## config.mk

```make
export PLATFORM = sky130hd
export DESIGN_NAME = shift_unit_seq
export DESIGN_NICKNAME = d
export VERILOG_FILES = /design/src/rtl/shift_unit_seq.sv
export SDC_FILE = /design/constraint.sdc
export NUM_CORES = 1
export LEC_CHECK = 0
export ABC_AREA = 1
export CAP_MARGIN = 20
export CORE_MARGIN = 2
export CORE_UTILIZATION = 40
export CTS_BUF_LIST = sky130_fd_sc_hd__clkbuf_8
export CTS_CLUSTER_SIZE = 8
export DETAILED_ROUTE_END_ITERATION = 8
export PLACE_DENSITY = 0.68
export SETUP_SLACK_MARGIN = 0.05
export SYNTH_ARGS = -nofsm -noshare
export SYNTH_HDL_FRONTEND = slang
export SYNTH_SLANG_ARGS = --single-unit
```

## constraint.sdc

```tcl
create_clock -name clk -period 1.25 [get_ports clk]
set_clock_uncertainty 0.05 [all_clocks]
set_input_delay 0.25 -clock clk [delete_from_list [all_inputs] [get_ports clk]]
set_output_delay 0.25 -clock clk [all_outputs]
set_load 0.01 [all_outputs]
```

## src/rtl/shift_unit_seq.sv

```systemverilog
// shift_unit_seq: multi-cycle shift/rotate unit.
// Shifts an operand left or right by 0..2^AMT_W-1 positions, one bit per clock.
// Modes: logical, rotate, rotate-through-carry and arithmetic.
// start/busy/done handshake. dout and cout stay registered until the next start.
module shift_unit_seq #(
  parameter int WIDTH = 8,
  parameter int AMT_W = 3
) (
  input  logic             clk,
  input  logic             rst_n,
  input  logic             start,
  input  logic             dir,
  input  logic [1:0]       mode,
  input  logic [AMT_W-1:0] amount,
  input  logic [WIDTH-1:0] din,
  input  logic             cin,
  output logic             busy,
  output logic             done,
  output logic [WIDTH-1:0] dout,
  output logic             cout
);

  typedef enum logic [1:0] {
    IDLE  = 2'd0,
    SHIFT = 2'd1,
    DONE  = 2'd2
  } state_t;

  typedef enum logic [1:0] {
    MODE_LOGIC  = 2'b00,
    MODE_ROTATE = 2'b01,
    MODE_RCARRY = 2'b10,
    MODE_ARITH  = 2'b11
  } mode_t;

  state_t           state;
  mode_t            mode_q;
  logic             dir_q;
  logic [AMT_W-1:0] count;

  logic [WIDTH-1:0] step_dout;
  logic             step_cout;

  // Next value of {cout, dout} after one 1-bit step in the latched direction and mode.
  always_comb begin
    // NOTE: both outputs get a default first, so no path through the case can infer a latch.
    step_dout = dout;
    step_cout = cout;
    if (!dir_q) begin
      // Every right step moves the bit leaving dout[0] into the carry.
      step_cout = dout[0];
      unique case (mode_q)
        MODE_LOGIC:  step_dout = {1'b0,        dout[WIDTH-1:1]};
        MODE_ROTATE: step_dout = {dout[0],     dout[WIDTH-1:1]};
        MODE_RCARRY: step_dout = {cout,        dout[WIDTH-1:1]};
        MODE_ARITH:  step_dout = {dout[WIDTH-1], dout[WIDTH-1:1]};
        default:     step_dout = dout;
      endcase
    end else begin
      // Every left step moves the bit leaving dout[WIDTH-1] into the carry.
      step_cout = dout[WIDTH-1];
      unique case (mode_q)
        MODE_LOGIC:  step_dout = {dout[WIDTH-2:0], 1'b0};
        MODE_ROTATE: step_dout = {dout[WIDTH-2:0], dout[WIDTH-1]};
        MODE_RCARRY: step_dout = {dout[WIDTH-2:0], cout};
        MODE_ARITH:  step_dout = {dout[WIDTH-2:0], 1'b0};
        default:     step_dout = dout;
      endcase
    end
  end

  // Control FSM with registered busy/done, plus the result and carry registers.
  always_ff @(posedge clk) begin
    // NOTE: state is updated with non-blocking assignments, so every register samples pre-edge values.
    if (!rst_n) begin
      // A reset during SHIFT throws away the partial result.
      state  <= IDLE;
      mode_q <= MODE_LOGIC;
      dir_q  <= 1'b0;
      count  <= '0;
      dout   <= '0;
      cout   <= 1'b0;
      busy   <= 1'b0;
      done   <= 1'b0;
    end else begin
      unique case (state)
        IDLE: begin
          done <= 1'b0;
          if (start) begin
            dout   <= din;
            cout   <= cin;
            dir_q  <= dir;
            mode_q <= mode_t'(mode);
            count  <= amount;
            if (amount == '0) begin
              // A zero amount goes straight to DONE and returns the operand unchanged.
              state <= DONE;
              busy  <= 1'b0;
              done  <= 1'b1;
            end else begin
              state <= SHIFT;
              busy  <= 1'b1;
            end
          end
        end
        SHIFT: begin
          dout  <= step_dout;
          cout  <= step_cout;
          count <= count - AMT_W'(1);
          // The step that takes count to zero also leaves SHIFT.
          if (count == AMT_W'(1)) begin
            state <= DONE;
            busy  <= 1'b0;
            done  <= 1'b1;
          end
        end
        DONE: begin
          state <= IDLE;
          done  <= 1'b0;
          busy  <= 1'b0;
        end
        default: begin
          state <= IDLE;
          busy  <= 1'b0;
          done  <= 1'b0;
        end
      endcase
    end
  end

endmodule
```

After elaboration in Yosys (flattened, before gate mapping)
Index checks and enable logic that the tools add are counted.
{ "op_classes": {"muxes": 22, "eq_ne": 8, "addsub": 1, "n_reduce_logical": 9} }
{ "ops": {"columns": ["op", "count"], "rows": [
  ["$pmux 8 s4", 1],
  ["$pmux 8 s3", 1],
  ["$mux 8", 2],
  ["$pmux 8 s2", 1],
  ["$mux 1", 8],
  ["$mux 2", 3],
  ["$pmux 1 s2", 3],
  ["$pmux 3 s2", 1],
  ["$reduce_and 2->1", 3],
  ["$eq 2x1->1 const B", 2],
  ["$eq 2x2->1 const B", 2],
  ["$logic_not 2->1", 2],
  ["$ne 2x2->1 const B", 2],
  ["$pmux 2 s2", 1],
  ["$eq 3x1->1 const B", 1],
  ["$logic_not 3->1", 1],
  ["$mux 3", 1],
  ["$ne 3x3->1 const B", 1],
  ["$reduce_and 3->1", 1],
  ["$sub 3x1->3 const B", 1],
  ["$reduce_bool 2->1", 1],
  ["$reduce_or 2->1", 1]
]} }
{ "totals": {"elab_cells": 49, "reg_bits": 19} }

Logic depth before layout (Yosys ltp)
Gate-level depths: netlist of run 1.
{ "logic_depth": {"word_depth": 5, "ltp_mapped": 8, "depth_no_buf": 8} }

Worst setup path before layout of run 1
No wires, ideal clock.
{ "synth_path": {"path_kind": "register to register", "from": "register state[0]", "to": "register cout", "path_buffers": 1, "slack_ps": 121, "arrival_time_ps": 971, "path_stages_with_launch": 6, "path_cell_list": "dfxtp_1 > o21ai_2 > buf_4 > a21oi_1 > nand2_1 > inv_1"} }
{ "synth_via": {"elab_chain_cells": 3, "word_cells_on_any_way": 6} }
{ "synth_lines": {"columns": ["element", "line", "source"], "rows": [
  ["start: declaration", "36", "state_t state;"],
  ["start signal: assignment", "77", "state <= IDLE;"],
  ["start signal: assignment", "97", "state <= DONE;"],
  ["start signal: assignment", "101", "state <= SHIFT;"],
  ["$eq 2x1->1 or $logic_not 2->1 (tied branches)", "86", "unique case (state)"],
  ["$reduce_bool 2->1 (no source line) or $ne 2x2->1 (tied branches)", null, null],
  ["$reduce_and 2->1 (no source line)", null, null],
  ["end signal: assignment", "91", "cout <= cin;"],
  ["end signal: assignment", "108", "cout <= step_cout;"],
  ["end: declaration", "20", "output logic cout"]
]} }
Parallel ways exist; a longest one is shown, timed or not.
A chain may end at the register's enable or synchronous reset.

Final worst setup path of run 1
{ "layout_path": {"from": "register mode_q[0]", "to": "register dout[7]"} }
{ "layout_via": {"elab_chain_cells": 4, "word_cells_on_any_way": 9} }
{ "layout_lines": {"columns": ["element", "line", "source"], "rows": [
  ["start: declaration", "37", "mode_t mode_q;"],
  ["start signal: assignment", "93", "mode_q <= mode_t'(mode);"],
  ["$eq 2x2->1 (tied with other cells)", "52", "unique case (mode_q)"],
  ["$pmux 8 s4", "52", null],
  ["$mux 8", "49", "if (!dir_q) begin"],
  ["$pmux 8 s2", "86", null],
  ["end signal: assignment", "90", "dout <= din;"],
  ["end signal: assignment", "107", "dout <= step_dout;"],
  ["end: declaration", "19", "output logic [WIDTH-1:0] dout,"]
]} }
Parallel ways exist; a longest one is shown, timed or not. The select of a mux whose other input is x is not followed.

==> impl_metrics.toml, run 1 <==
[power_and_ir_drop]
p_comb_frac = 0.380
leakagePower_nw = 0.822
ir_drop_mv = 0.802
p_int_w = 0.00126
p_per_area_nw_per_um2 = 1130
switchingPower_w = 0.000666
p_sw_frac = 0.347
clockPowerShare = 0.234
seq_power_share = 0.386

[timing]
min_period_over_period = 0.977
max_slew.worst_pin.slew_ns = 0.255
setup_ws_ns = 0.0287
setup_viol = 0
relSlewSlack = 0.829
grt_setup_unrepaired = "true"
final.setup.tns_ns = 0
whs_ns = 0.429
slew_violations = 0
finalCriticalPeriod_ns = 1.22
fmax_mhz = 819
finalHoldViolCount = 0

[finish]
syn2layout_area_growth_pct = 54.2
antenna_cells = 0
final_core_util = 0.631
nets = 245
drive_above_1_share = 0.245
stdcell_area_um2 = 1700

[routing]
vias = 1233
finalWirelength_um = 3060
viasPerCell = 4.91
detail_route.wl_per_cell_um = 12.2
drc_errors = 0
detail-route-antenna-nets = 0
firstDrtPassIters = 4
drt_iter0_drc = 37

[clocking]
worstSkewPairLatency_ns = 0.27
cts_tree = "built"
clkSinkCount = 19
cts_buffer_depth = 2
clkTransAtPathRegs_ns = 0.08
cts_root_buf = "clkbuf_8"
numCtsBuffers = 3
ctsHtreeMaxLevel = 1

[logic_synthesis]
yosysTopAreaCellShare = 0.346
synth_area_leaders = "dfxtp_1, a21oi_1, nand2_1"
mappedNetlistArea_um2 = 1100
syn-num-nets = 192
avgSynthCellArea_um2 = 6.55
synth_edf_count = 0
synthDistinctLibCells = 21
synth-seq-cells = 19
yosysTopAreaCell = "dfxtp_1"
yosysWarnings = 0
synth_ff_type = "dfxtp_1"
synthArstFlopShare = 0
yosysSeqAreaShare = 0.346
syn_inst = 168

[placement]
dp_hpwl_um = 2100
routabilityCongestion = 0.826
io_buffers = 28
preCtsSetupSlack_ns = -0.257
dpl_cell_area_um2 = 1530

[flow_run]
drv_cap = 0

[setup_path]
worst_r2r_path_depth = 7
rr_startpoint = "mode_q[0]$_SDFFE_PN0P_"
critPathRequiredTime_ns = 1.39
cp-startpoint = "mode_q[0]$_SDFFE_PN0P_"
critical_path_class = "reg -> reg"
critPathLaunchType = "flop"
critPathArrivalTime_ns = 1.36
rrSetupSlack_ns = 0.03
crit_end = "dout[7]$_SDFFE_PN0P_"
cp-end-kind = "flop"
cp_max_fo = 3
r2r_end = "dout[7]$_SDFFE_PN0P_"

[grt]
track_usage = 0.179
grt_pass1_vias = 1113
top_usage_layer = "met2"
grt_max_degree = 14
use_met3 = 0.0346
use_met1 = 0.200
use_met2 = 0.319
grt_first_pass_wirelength_um = 4550
grt-ovfl-total = 0
grt_antenna_before_repair = 0

[run_status]
status = "complete, no violations"

[floorplanning]
pin_count = 29
coreArea_um2 = 2690
die-area_um2 = 3180
die_y_um = 56.4
die_w_um = 56.4
initial_utilization = 0.409
row_count = 19

[hold_path]
hold_class = "reg -> reg"
## cell usage after synthesis, types with 2 or more instances
cell type,n
buf_4,2
o21ai_0,14
a21oi_1,24
nand3_1,3
nand2_1,31
ha_1,6
nor2_1,21
inv_1,26
o21ai_1,10
dfxtp_1,19
clkinv_1,2
## metrics by stage
step / power, W / cells
final: 0.00192 / 251
after global routing: 0.00203 / 251
after CTS: 0.00183 / 248
after detailed placement: 0.00141 / 242
after global placement: 0.00139 / 242
after floorplan: 0.00109 / 168
## cell families (layout without fill, tap and decap cells)
group           count (synthesis)  after routing  share of synthesized area
fa+ha+maj                       6              6                     0.0683
buf+inv                        33             85                      0.127
compound gates                 49             49                      0.226
simple gates                   61             61                      0.232
flops                          19             19                      0.346
## area by class of cell
cell class,instances,area (um^2)
clock buffer,3,41.3
inverter,29,115
multi-input combinational,116,648
sequential,19,392
fill,237,991
timing repair buffer,52,457
tap,31,38.8
clock inverter,1,3.75
## worst min-delay path by stage
stage	startpoint	to	depth (start not counted)
final	busy$_SDFFE_PN0P_	busy$_SDFFE_PN0P_	2
after global routing	busy$_SDFFE_PN0P_	busy$_SDFFE_PN0P_	2
after CTS	busy$_SDFFE_PN0P_	busy$_SDFFE_PN0P_	2
after detailed placement	busy$_SDFFE_PN0P_	busy$_SDFFE_PN0P_	2
after global placement	busy$_SDFFE_PN0P_	busy$_SDFFE_PN0P_	2
after floorplan	amount[2]	state[1]$_SDFFE_PN0P_	3
## worst max-delay path, cell delays in order, from the launching register on
cell and delay, ns:
dfxtp_4 0.36, buf_4 0.13, ha_1 0.19, nand4_1 0.09
nand2_1 0.09, nand2_1 0.07, nand2_1 0.05, nor2_1 0.13
## power by group through the flow
stage / sequential (W) / combinational, W / clock [W]
floorplan: 0.000775 / 0.000318 / 0
global placement: 0.000743 / 0.000649 / 0
detailed placement: 0.000746 / 0.000663 / 0
CTS: 0.000731 / 0.000647 / 0.000453
global route: 0.000753 / 0.000802 / 0.000480
finish: 0.000742 / 0.000730 / 0.000449
## layer usage
layer,share of wire,up-vias
met1,0.45,551
met4,0.018,0
li1,-,637
met2,0.48,38
met3,0.050,7
met5,0,-
## layout by cell type (no fill, tap or decap), drive strengths merged
cell type / instances
clkdlybuf4s50: 16
ha: 6
clkinv: 1
nand2b: 1
dfxtp: 19
clkinvlp: 1
nand3: 4
nor3: 1
clkbuf: 3
inv: 28
clkdlybuf4s15: 3
nand2: 31
dlygate4sd2: 9
a21oi: 24
o21ai: 25
buf: 24
nand4: 1
or2: 1
nor2: 22
## flip-flops by register name (all words and copies together), names as in the netlist
register / flops
busy: 1
count: 3
cout: 1
dir_q: 1
done: 1
dout: 8
mode_q: 2
state: 2
## repair_timing
action / 4_1_cts / 5_1_grt
setup endpoints to repair: 21 / 19
pin swaps: 0 / 12
hold buffers: 0 / 0
resized for setup: 15 / 33
setup buffers: 2 / 3
gates cloned: 0 / 0
Power figures use the tool's default switching activity.
==> inputs of run 2 (changes only) <==
--- a/config.mk
+++ b/config.mk
@@ -12,7 +12,8 @@
 export CTS_BUF_LIST = sky130_fd_sc_hd__clkbuf_8
 export CTS_CLUSTER_SIZE = 8
 export DETAILED_ROUTE_END_ITERATION = 8
-export PLACE_DENSITY = 0.68
+export DONT_BUFFER_PORTS = 1
+export RECOVER_POWER = 50
 export SETUP_SLACK_MARGIN = 0.05
 export SYNTH_ARGS = -nofsm -noshare
 export SYNTH_HDL_FRONTEND = slang
==> impl_metrics.toml, run 2 (synthesis results as in run 1) <==
[finish]
largest_registers = "dout x8, count x3"
drive_above_1_share = 0.229
final_common_cell = "nand2_1"
fillers = 276
syn2layout_area_growth_pct = 20.4
regMostFlops = "dout"
largest_reg_flops = 8
multi_input_area_um2 = 638
nets = 204
antenna_cells = 0
final_core_util = 0.493
layout_common_cells = "nand2_1, inv_1, a21oi_1"
fin_cells = 210
register_area_um2 = 392

[timing]
relSlewSlack = 0.790
whs_ns = 0.0554
max_slew.worst_pin.slew_ns = 0.314
setup_ws_ns = 0.0493
min_period_over_period = 0.961
slew_violations = 0
finalHoldViolCount = 0
setup_viol = 0
fmax_mhz = 833
finalCriticalPeriod_ns = 1.20
grt_setup_unrepaired = "true"

[power_and_ir_drop]
ir_drop_mv = 0.703
leakagePower_nw = 0.609
p_per_area_nw_per_um2 = 1300
total_power_w = 0.00172

[setup_path]
path_cells = "inv_4 > nor2_4 > buf_4 > nand3_1 > a21oi_1 > nor2_1"
cp-end-kind = "flop"
cpMaxStageDelayCell = "dfxtp_4"
rrSetupSlack_ns = 0.05
critPathRequiredTime_ns = 1.36
r2r_end = "count[2]$_SDFFE_PN0P_"
cp_slowest_stage_delay_ns = 0.41
worst_r2r_path_depth = 6
critPathArrivalTime_ns = 1.31
critical_path_class = "reg -> reg"
rr_startpoint = "state[0]$_SDFFE_PN0P_"
cp-startpoint = "state[0]$_SDFFE_PN0P_"
critPathLaunchType = "flop"
cp_max_fo = 7

[placement]
dp_hpwl_um = 1870
io_buffers = 0
dp_cells = 201
preCtsSetupSlack_ns = 0.00884
routabilityCongestion = 0.848

[clocking]
cts_hold_buffers = 0
clkSinkCount = 19
worstSkewPairLatency_ns = 0.26
cts_root_buf = "clkbuf_8"
numCtsBuffers = 3
cts_buffer_depth = 2
ctsHtreeMaxLevel = 1
cts_tree = "built"
clkTransAtPathRegs_ns = 0.08

[hold_path]
min_to = "count[2]$_SDFFE_PN0P_"
hold_depth = 2
hold_class = "in -> reg"
min_from = "rst_n"

[floorplanning]
row_count = 19
die_y_um = 56.4
die_w_um = 56.4
die-area_um2 = 3180
pin_count = 29
initial_utilization = 0.409
coreArea_um2 = 2690

[routing]
detail_route.wl_per_cell_um = 13.0
viasPerCell = 5.18
firstDrtPassIters = 4
finalWirelength_um = 2730
detail-route-antenna-nets = 0
vias = 1088
drc_errors = 0
drt_iter0_drc = 29

[grt]
grt_first_pass_wirelength_um = 4100
grt_antenna_before_repair = 0
grt_pass1_vias = 963
track_usage = 0.159
grt_max_degree = 12
grt-ovfl-total = 0

[flow_run]
drv_cap = 0

[run_status]
status = "complete, no violations"
==> run 2: cell count changes in the layout (fill, tap and decap cells not counted), moves of 2 or more <==
cell             previous run  this run
clkdlybuf4s50_1            16         0
buf_4                      22         7
dlygate4sd2_1               9         0
clkdlybuf4s15_1             3         0
a21oi_1                    20        22
a21oi_2                     4         2
inv_1                      24        22
o21ai_1                    10        12
o21ai_2                     3         1
==> run 2: what timing repair did <==
action                                  in CTS  in global routing
pin swaps                                    0                 14
buffers inserted                             0                  4
resized for setup                            3                 31
endpoints found under the setup margin      13                 18
gates cloned                                 0                  1
==> run 2: cell type report <==
class | count | area share
Clock buffer | 3 | 0.0312
Clock inverter | 1 | 0.00378
Inverter | 29 | 0.0888
Multi-Input combinational cell | 116 | 0.482
Sequential cell | 19 | 0.296
Tap cell | 31 | 0.0293
Timing Repair Buffer | 10 | 0.0652
Timing Repair inverter | 1 | 0.00378
==> run 2: through the flow <==
stage	setup TNS [ns]	instance area, um^2
floorplan	0	1100
global placement	0	1150
detailed placement	0	1150
CTS	0	1200
global route	-0.00107	1320
finish	0	1320
==> run 2: worst max-delay path, delay by kind of cell (launching register included) <==
kind / cells / cell delay, ns
AOI/OAI and AO/OA: 1 / 0.14
DFF: 1 / 0.41
and+or+nand+nor: 3 / 0.31
buffers and inverters: 2 / 0.21
==> run 2: power breakdown <==
group	switching [W]	internal (W)	total (W)
Clock	0.000219	0.000222	0.000440
Sequential	0.000116	0.000686	0.000802
Combinational	0.000273	0.000204	0.000478
==> run 2: layer usage <==
metal  global-route usage  wire length (um)  up-vias
li1                     -                 -      559
met3               0.0530               175        2
met5                    0                 0        -
met2                0.264              1340       28
met4               0.0510                13        0
met1                0.191              1200      499
==> run 2: worst max path at each step <==
| stage | slack (ns) | cells after the start | to |
|---|---|---|---|
| 4_1_cts | 0.04 | 6 | dout[7]$_SDFFE_PN0P_ |
| 3_5_place_dp | 0.009 | 6 | busy$_SDFFE_PN0P_ |
| 5_1_grt | -0.0005 | 7 | dout[1]$_SDFFE_PN0P_ |
| 2_1_floorplan | 0.12 | 5 | cout$_SDFFE_PN0P_ |
| 6_report | 0.05 | 6 | count[2]$_SDFFE_PN0P_ |
| 3_3_place_gp | 0.06 | 6 | busy$_SDFFE_PN0P_ |
==> inputs of run 3 (changes only) <==
--- a/config.mk
+++ b/config.mk
@@ -13,6 +13,7 @@
 export CTS_CLUSTER_SIZE = 8
 export DETAILED_ROUTE_END_ITERATION = 8
 export DONT_BUFFER_PORTS = 1
+export MAX_ROUTING_LAYER = met4
 export RECOVER_POWER = 50
 export SETUP_SLACK_MARGIN = 0.05
 export SYNTH_ARGS = -nofsm -noshare
==> impl_metrics.toml, run 3 (synthesis results as in run 1) <==
[run_status]
status = "complete, no violations"

[finish]
largest_registers = "dout x8, count x3"
regMostFlops = "dout"
final_common_cell = "nand2_1"
nets = 204
layout_common_cells = "nand2_1, inv_1, a21oi_1"
fillers = 276
largest_reg_flops = 8
syn2layout_area_growth_pct = 20.4
antenna_cells = 0
final_core_util = 0.493
fin_cells = 210
drive_above_1_share = 0.229

[routing]
finalWirelength_um = 2720
firstDrtPassIters = 4
detail_route.wl_per_cell_um = 12.9
detail-route-antenna-nets = 0
drc_errors = 0
drt_iter0_drc = 24
vias = 1089
viasPerCell = 5.19

[grt]
grt_max_degree = 12
grt_first_pass_wirelength_um = 4100
grt_antenna_before_repair = 0
grt_pass1_vias = 963
track_usage = 0.163
grt-ovfl-total = 0

[power_and_ir_drop]
leakagePower_nw = 0.609
total_power_w = 0.00172
p_per_area_nw_per_um2 = 1300
ir_drop_mv = 0.703

[clocking]
numCtsBuffers = 3
cts_root_buf = "clkbuf_8"
cts_hold_buffers = 0
worstSkewPairLatency_ns = 0.26
cts_buffer_depth = 2
ctsHtreeMaxLevel = 1
cts_tree = "built"
clkSinkCount = 19
clkTransAtPathRegs_ns = 0.08

[setup_path]
rrSetupSlack_ns = 0.05
cp_slowest_stage_delay_ns = 0.41
rr_startpoint = "state[0]$_SDFFE_PN0P_"
path_cells = "inv_4 > nor2_4 > buf_4 > nand3_1 > a21oi_1 > nor2_1"
critical_path_class = "reg -> reg"
worst_r2r_path_depth = 6
cp-end-kind = "flop"
critPathTopFamily = "flip-flops"
cp_max_fo = 7
cp.buffers_inverters = 2
r2r_end = "count[2]$_SDFFE_PN0P_"
critPathRequiredTime_ns = 1.36
critPathLaunchType = "flop"
critPathArrivalTime_ns = 1.31
cpMaxStageDelayCell = "dfxtp_4"

[timing]
fmax_mhz = 834
finalCriticalPeriod_ns = 1.20
setup_viol = 0
slew_violations = 0
finalHoldViolCount = 0
grt_setup_unrepaired = "true"
min_period_over_period = 0.960
relSlewSlack = 0.794
final.setup.tns_ns = 0
max_slew.worst_pin.slew_ns = 0.308

[floorplanning]
die_y_um = 56.4
coreArea_um2 = 2690
die_w_um = 56.4
pin_count = 29
row_count = 19
die-area_um2 = 3180
initial_utilization = 0.409

[placement]
io_buffers = 0
dp_hpwl_um = 1870
dp_cells = 201
routabilityCongestion = 0.861

[hold_path]
min_from = "rst_n"
hold_depth = 2
hold_class = "in -> reg"
min_to = "count[2]$_SDFFE_PN0P_"

[flow_run]
drv_cap = 0
==> run 3: worst max path at each step <==
stage	from	end	slack, ns	depth (start not counted)
final	state[0]$_SDFFE_PN0P_	count[2]$_SDFFE_PN0P_	0.05	6
after global routing	state[0]$_SDFFE_PN0P_	dout[1]$_SDFFE_PN0P_	-0.0005	7
after CTS	state[0]$_SDFFE_PN0P_	dout[7]$_SDFFE_PN0P_	0.04	6
after detailed placement	state[0]$_SDFFE_PN0P_	busy$_SDFFE_PN0P_	0.009	6
after global placement	state[0]$_SDFFE_PN0P_	busy$_SDFFE_PN0P_	0.06	6
after floorplan	state[0]$_SDFFE_PN0P_	cout$_SDFFE_PN0P_	0.12	5
==> run 3: per-layer routing <==
layer,up-vias,part of all wire,GRT usage
li1,558,-,-
met1,502,0.43,0.191
met2,27,0.50,0.264
met3,2,0.065,0.0530
met4,0,0.0048,0.0510
met5,-,0,-
==> run 3: what timing repair did <==
action | CTS | global route
pin swaps | 0 | 14
gates cloned | 0 | 1
endpoints found under the hold margin | 0 | 0
setup buffers | 0 | 4
resized for setup | 3 | 31
endpoints found under the setup margin | 13 | 18
==> run 3: where the power goes <==
part / total (W) / leakage (nW) / internal [W] / switching (W)
registers: 0.000801 / 0.160 / 0.000685 / 0.000116
clock network: 0.000441 / 0.0255 / 0.000222 / 0.000219
logic: 0.000477 / 0.424 / 0.000204 / 0.000273
==> run 3: metrics by stage <==
step                      setup slack [ns]  hold WS, ns  area [um^2]
after floorplan                      0.121        0.390         1100
after global placement              0.0638        0.325         1150
after detailed placement           0.00884        0.334         1150
after CTS                           0.0434       0.0593         1200
after global routing             -0.000541       0.0587         1320
final                               0.0504       0.0548         1320
==> run 3: area by class of cell <==
type / count / area [um^2] / share of cell area
Inverter: 29 / 118 / 0.0888
Multi-Input combinational cell: 116 / 638 / 0.482
Timing Repair Buffer: 10 / 86.3 / 0.0652
Clock buffer: 3 / 41.3 / 0.0312
Sequential cell: 19 / 392 / 0.296
Clock inverter: 1 / 5.00 / 0.00378
Tap cell: 31 / 38.8 / 0.0293
Timing Repair inverter: 1 / 5.00 / 0.00378
